--- src/rtl/if_fetch_buffer.sv ---
// Purpose: in-order {pc, instr} queue decoupling the IFU from decode, valid/ready on both sides.
// Latency: a word pushed in cycle N is presented on d_* in cycle N+1; no f->d bypass.
// Backpressure: f_ready (IFU pc_en) drops while full and only rises the cycle after a pop.
// Option: define FETCH_BUF_EXC_EN to tag each word with an AdEL ExcCode on the d_exc port.
module if_fetch_buffer #(
  parameter int          DEPTH    = 2,
  parameter logic [31:0] RESET_PC = 32'h0000_3000,
  parameter logic [31:0] IM_BASE  = 32'h0000_3000,
  parameter logic [31:0] IM_SIZE  = 32'h0000_1000
) (
  input  logic        clk,
  input  logic        reset,
  input  logic        f_valid,
  input  logic [31:0] f_pc,
  input  logic [31:0] f_instr,
  output logic        f_ready,
  output logic        d_valid,
  input  logic        d_ready,
  output logic [31:0] d_pc,
  output logic [31:0] d_pc8,
  output logic [31:0] d_instr,
  input  logic        flush
`ifdef FETCH_BUF_EXC_EN
  ,
  output logic [4:0]  d_exc
`endif
);

  localparam int AW    = (DEPTH > 1) ? $clog2(DEPTH) : 1;
  localparam int CW    = AW + 1;
  localparam logic [CW-1:0] FULL_CNT = CW'(DEPTH);

  // Slot storage: one pc and one instruction per entry.
  logic [31:0] pc_q    [DEPTH];
  logic [31:0] instr_q [DEPTH];

  logic [AW-1:0] rd_ptr;
  logic [AW-1:0] wr_ptr;
  logic [CW-1:0] count;

  logic push;
  logic pop;

  // Word actually written into a slot (may be squashed by the address check).
  logic [31:0] wr_instr;

`ifdef FETCH_BUF_EXC_EN
  localparam logic [32:0] IM_END = {1'b0, IM_BASE} + {1'b0, IM_SIZE};
  localparam logic [4:0]  EXC_ADEL = 5'd4;

  logic [4:0] exc_q [DEPTH];
  logic       pc_bad;
  logic [4:0] wr_exc;

  // Misaligned or out-of-window fetch address raises AdEL and the word becomes a nop.
  always_comb begin
    pc_bad   = 1'b0;
    wr_exc   = 5'd0;
    wr_instr = f_instr;
    if ((f_pc[1:0] != 2'b00) || (f_pc < IM_BASE) || ({1'b0, f_pc} >= IM_END)) begin
      pc_bad = 1'b1;
    end
    if (pc_bad) begin
      wr_exc   = EXC_ADEL;
      wr_instr = 32'h0;
    end
  end
`else
  // Without the exception option the address window is never consulted.
  logic unused_cfg;
  assign unused_cfg = ^{IM_BASE, IM_SIZE};

  // Fetched word is stored unmodified.
  always_comb begin
    wr_instr = f_instr;
  end
`endif

  // Handshake qualifiers; a full buffer refuses a push even if it pops this cycle.
  always_comb begin
    f_ready = (count != FULL_CNT);
    d_valid = (count != '0);
    push    = f_valid & f_ready;
    pop     = d_valid & d_ready;
  end

  // Pointer and occupancy control: reset beats flush, flush beats push/pop.
  always_ff @(posedge clk) begin
    if (reset) begin
      rd_ptr <= '0;
      wr_ptr <= '0;
      count  <= '0;
    end else if (flush) begin
      rd_ptr <= '0;
      wr_ptr <= '0;
      count  <= '0;
    end else begin
      if (push) begin
        wr_ptr <= wr_ptr + AW'(1);
      end
      if (pop) begin
        rd_ptr <= rd_ptr + AW'(1);
      end
      unique case ({push, pop})
        2'b10:   count <= count + CW'(1);
        2'b01:   count <= count - CW'(1);
        default: count <= count;
      endcase
    end
  end

  // Slot write on push; a flush leaves existing slot contents untouched.
  always_ff @(posedge clk) begin
    if (reset) begin
      for (int i = 0; i < DEPTH; i++) begin
        pc_q[i]    <= RESET_PC;
        instr_q[i] <= 32'h0;
`ifdef FETCH_BUF_EXC_EN
        exc_q[i]   <= 5'd0;
`endif
      end
    end else if (!flush && push) begin
      pc_q[wr_ptr]    <= f_pc;
      instr_q[wr_ptr] <= wr_instr;
`ifdef FETCH_BUF_EXC_EN
      exc_q[wr_ptr]   <= wr_exc;
`endif
    end
  end

  // Head presentation: pc fields always show the slot, instr/exc read as zero when empty.
  always_comb begin
    d_pc    = pc_q[rd_ptr];
    d_pc8   = pc_q[rd_ptr] + 32'd8;
    d_instr = d_valid ? instr_q[rd_ptr] : 32'h0;
`ifdef FETCH_BUF_EXC_EN
    d_exc   = d_valid ? exc_q[rd_ptr] : 5'd0;
`endif
  end

endmodule

--- config.mk ---
export PLATFORM = sky130hd
export DESIGN_NAME = if_fetch_buffer
export DESIGN_NICKNAME = d
export VERILOG_FILES = /design/src/rtl/if_fetch_buffer.sv
export SDC_FILE = /design/constraint.sdc
export NUM_CORES = 1
export LEC_CHECK = 0
export CAP_MARGIN = 25
export CELL_PAD_IN_SITES_DETAIL_PLACEMENT = 1
export CELL_PAD_IN_SITES_GLOBAL_PLACEMENT = 2
export CORE_MARGIN = 2
export CORE_UTILIZATION = 28
export DETAILED_ROUTE_END_ITERATION = 8
export GPL_TIMING_DRIVEN = 0
export PLACE_DENSITY = 0.76
export SLEW_MARGIN = 20
export SYNTH_ARGS = -nofsm -noshare
export SYNTH_HDL_FRONTEND = slang
export SYNTH_SLANG_ARGS = --single-unit
--- constraint.sdc ---
create_clock -name clk -period 3.9 [get_ports clk]
set_clock_uncertainty 0.05 [all_clocks]
set_input_delay 0.78 -clock clk [delete_from_list [all_inputs] [get_ports clk]]
set_output_delay 0.78 -clock clk [all_outputs]
set_load 0.01 [all_outputs]
# After elaboration in Yosys (flattened, before gate mapping)
# Memories as Yosys holds them, arrays and structs flattened. A register that Yosys moved wholly into a read port is not among the register bits.
# Cells that the tools add are included.
# word_totals
ff_bits	4
ramBits	128
in_bits	69
output_inout_bits	98
elab_cells	39
n_memories	2
# mem_list
memory	words	word_bits	read_ports	rd_ports_with_merged_regs	write_ports	line	source
instr_q	2	32	1	1	2	35	logic [31:0] instr_q [DEPTH];
pc_q	2	32	1	1	2	34	logic [31:0] pc_q [DEPTH];
# classes
n_addsub	5
n_eq_ne	3
mux	17
bitwise	2
reduce_logical	7
# op_table
op	count
32-bit two-way mux	3
32-bit OR reduction	2
32-bit by 4-bit adder with 32-bit output (second input constant)	1
1-bit two-way mux	13
2-bit case mux with 2 select lines	1
2-bit nonzero test	2
1-bit adder (second input constant)	2
2-bit by 1-bit adder with 2-bit output (second input constant)	1
1-bit bitwise AND	2
2-bit by 1-bit == test with 1-bit output (second input constant)	1
2-bit == test (second input constant)	1
2-bit inequality test (second input constant)	1
2-bit OR reduction	1
2-bit by 1-bit subtractor with 2-bit output (second input constant)	1
1-bit logical AND	1
1-bit logical NOT	1

# Logic depth before layout (Yosys ltp)
# logic_depth
depth_word	8
ltp_mapped	11
depth_no_buf	8

# Worst setup path before layout
# No wires, ideal clock.
# synth_timing
kind	register -> output
start	register (tool-made name)
end	output d_pc8[23]
arrival_ns	2.820
slack_ns	0.250
path_stages_with_launch	12
path_cell_list	dfxtp_1 > buf_2 > buf_2 > buf_2 > buf_2 > mux2i_1 > inv_1 > ha_1 > nor2b_1 > nand4_1 > nor4_1 > xor2_1
# synth_rtl
element	line	source
end: declaration	20	output logic [31:0] d_pc8,

==> qor.csv <==
stage;metric;value;unit
outcome;outcome;finished, final reports clean;
clock_network;cts.path.max_buffers;2;
global_route;grt_usage;15.9;%
layout;layout.nets;803;
setup_path;worst_ep_required_time;3.07;ns
yosys;synth_nets;610;
routing;wire_per_inst;17.9;um
pwr;pwr_density_cell;390;nW/um^2
yosys;yosys.cell_count.top_type;edfxtp_1;
yosys;yosys-top-cells-area;edfxtp_1 58%, and2_1 12%, mux2i_1 5.6%, mux2_2 3.1%, xor2_1 2.4%;
setup_path;cp-end-kind;primary output;
layout;area_growth;43.7;%
hold_path;hold_path_depth;2;
yosys;synthesis.area;6620;um^2
global_route;grt_antenna_before_repair;2;
clock_network;root_buffer;clkbuf_16;
pwr;power.leakage;3.44;nW
global_route;first_global_vias;5430;
yosys;synth_flop_cell;edfxtp_1;
placement;place_congestion;0.774;
floorplanning;fp.dieArea;24900;um^2
setup_path;critPathMaxFanout;10;
routing;post-route-drc-count;0;
layout;fin_cells;1064;
floorplanning;io_pins;167;
setup_path;criticalPathCategory;reg2out;
yosys;synth-edff-count;128;
routing;dr_total_vias;4817;
yosys;syn_area_per_cell;12.3;um^2
timing;relSlewSlack;31.9;%
clock_network;cts_buffers;17;
yosys;ys_seq_area_share;59.6;%
placement;dp_slack;-1.46;ns
hold_path;hold_path_class;reg2reg;
yosys;synth.ff_latch_count;133;
placement;port_buffers;165;
floorplanning;die_h;158;um
setup_path;reg2regPathDepth;6;
yosys;ys_types;39;
routing;drt_iter0_drc;116;
timing;timing.final.hold_violations;0;
routing;via_per_inst;4.53;
timing;report.final.slew_viol_count;0;
floorplanning;rows;56;
setup_path;cp-start-kind;flip-flop;
routing;drtPass1Iterations;4;
yosys;synth_top_area_cell;edfxtp_1;
pwr;vdd_drop_max;0.282;mV
timing;tightest_slew;1.02;ns
floorplanning;start_util;28.4;%
timing;setup_slack;0.149;ns
timing;min_period;3.75;ns
floorplanning;coreArea;23300;um^2
setup_path;ff2ff_setup_slack;1.09;ns
clock_network;worstSkewPairLatency;0.41;ns
setup_path;r2r-start;count[0];
clock_network;cts-htree-levels;4;
layout;fillerInstances;2445;
clock_network;tritoncts;yes;
timing;post-route-period-util;96.2;%
timing;setup_violations;0;
yosys;syn_inst;539;
clock_network;clkSinkCount;133;
setup_path;cp.arrival;2.92;ns
routing;wirelength;19100;um
run;drv_cap;0;
floorplanning;die_w;158;um
timing;timing.fmax;267;MHz
yosys;synth_async_sr_flop_share;0;%
clock_network;clk_pin_slew;0.06;ns
global_route;grt_pass1_wl;29600;um
placement;place_inst;1025;
yosys;yosys.area.top_type_share;58.1;%
routing;ant_nets;0;
yosys;ys_top_cells_by_count;128 x edfxtp_1, 126 x and2_1, 37 x mux2i_1, 37 x nor2_1, 25 x nand2_1;
hold_path;hold_start;rd_ptr;
timing;rsz0062_at_grt;true;
placement;dpl.hpwl;14000;um
layout;insertedDiodeCount;0;
global_route;overflow;0;
global_route;grt_max_degree;34;
yosys;yosys_warnings;0;
timing;setup_tns;0;ns
layout;drive_gt1_share;13.0;%
setup_path;reg2reg_to;instr_q[1][21];
## through the flow
| step | power, W | util [%] | hold slack, ns | cell area, um^2 |
|---|---|---|---|---|
| global placement | 0.00214 | 37.2 | 0.486 | 8670 |
| floorplan | 0.00188 | - | 0.470 | 6620 |
| detailed placement | 0.00216 | 37.3 | 0.500 | 8710 |
| finish | 0.00371 | 40.8 | 0.507 | 9510 |
| global route | 0.00382 | 40.8 | 0.545 | 9510 |
| CTS | 0.00374 | 40.7 | 0.510 | 9500 |
## cells by family (layout without fill, tap and decap cells)
group	Yosys count	after routing	synth area share (%)
compound gates	30	30	3.29
xor+xnor	30	30	3.97
fa+ha+maj	2	2	0.378
buf+inv	39	245	2.65
flops	133	133	59.6
mux	55	55	8.66
simple gates	250	250	21.5
## worst max-delay path, cell delays in order (launching register included)
cell             delay (ns)
dfxtp_4                0.37
buf_6                  0.14
buf_2                  0.19
nand4b_1               0.22
a21oi_2                0.30
nand3_1                0.26
nor3_2                 0.27
xor2_1                 0.17
clkdlybuf4s50_1        0.56
## state kept, by name (all words and copies together), names as in the netlist, named ones only
name,cells
wr_ptr,1
count,2
rd_ptr,1
pc_q,64
instr_q,64
## area by class of cell
cell class / instances / area [um^2] / area share (%)
Tap cell: 319 / 399 / 4.20
Timing Repair Buffer: 174 / 1730 / 18.2
Clock buffer: 18 / 429 / 4.51
Inverter: 7 / 26.3 / 0.276
Clock inverter: 14 / 154 / 1.62
Multi-Input combinational cell: 367 / 2610 / 27.4
Sequential cell: 133 / 3950 / 41.5
Buffer: 32 / 214 / 2.25
## report_power, final
part           leakage, nW  internal [W]  switching [W]
Sequential            1.36       0.00164      0.0000312
Clock                0.277      0.000947       0.000634
Combinational         1.80      0.000239       0.000215
Total                 3.44       0.00283       0.000880
## worst max-delay path by stage
stage,endpoint,slack (ns)
after global routing,d_pc8[24],-0.04
after global placement,d_pc8[29],-1.42
after CTS,d_pc8[17],0.003
after detailed placement,d_pc8[29],-1.46
final,d_pc8[30],0.15
after floorplan,d_pc8[23],0.25
## layer usage
metal / vias up / GRT usage [%] / part of all wire, %
met4: 4 / 4.81 / 1.2
met5: - / 0 / 0.14
met2: 123 / 29.0 / 52
met3: 20 / 4.57 / 6.3
met1: 2376 / 18.0 / 40
li1: 2294 / - / -
## layout by cell type, fill, tap and decap left out, types with 4 or more instances in the layout
cell type	n
nand2b_1	8
nor3_2	4
nand3_1	11
nor2_1	37
nand4b_1	4
xor2_1	18
clkbuf_16	17
xnor2_1	12
buf_12	6
clkdlybuf4s50_1	154
clkbuf_2	4
buf_4	10
inv_1	7
nand3b_1	6
buf_2	5
mux2i_1	37
and2_1	126
nor3_1	6
clkbuf_1	19
nand4_1	4
a32o_1	4
clkinv_4	4
nand2_1	25
nor2b_1	6
a21o_1	6
dfxtp_1	4
edfxtp_1	128
mux2_2	18
## what timing repair did
action,CTS,global route
pin swaps,2,4
endpoints found under the setup margin,70,17
setup buffers,7,0
hold buffers,0,0
resized for setup,49,16
(Power assumes the default switching activity.)
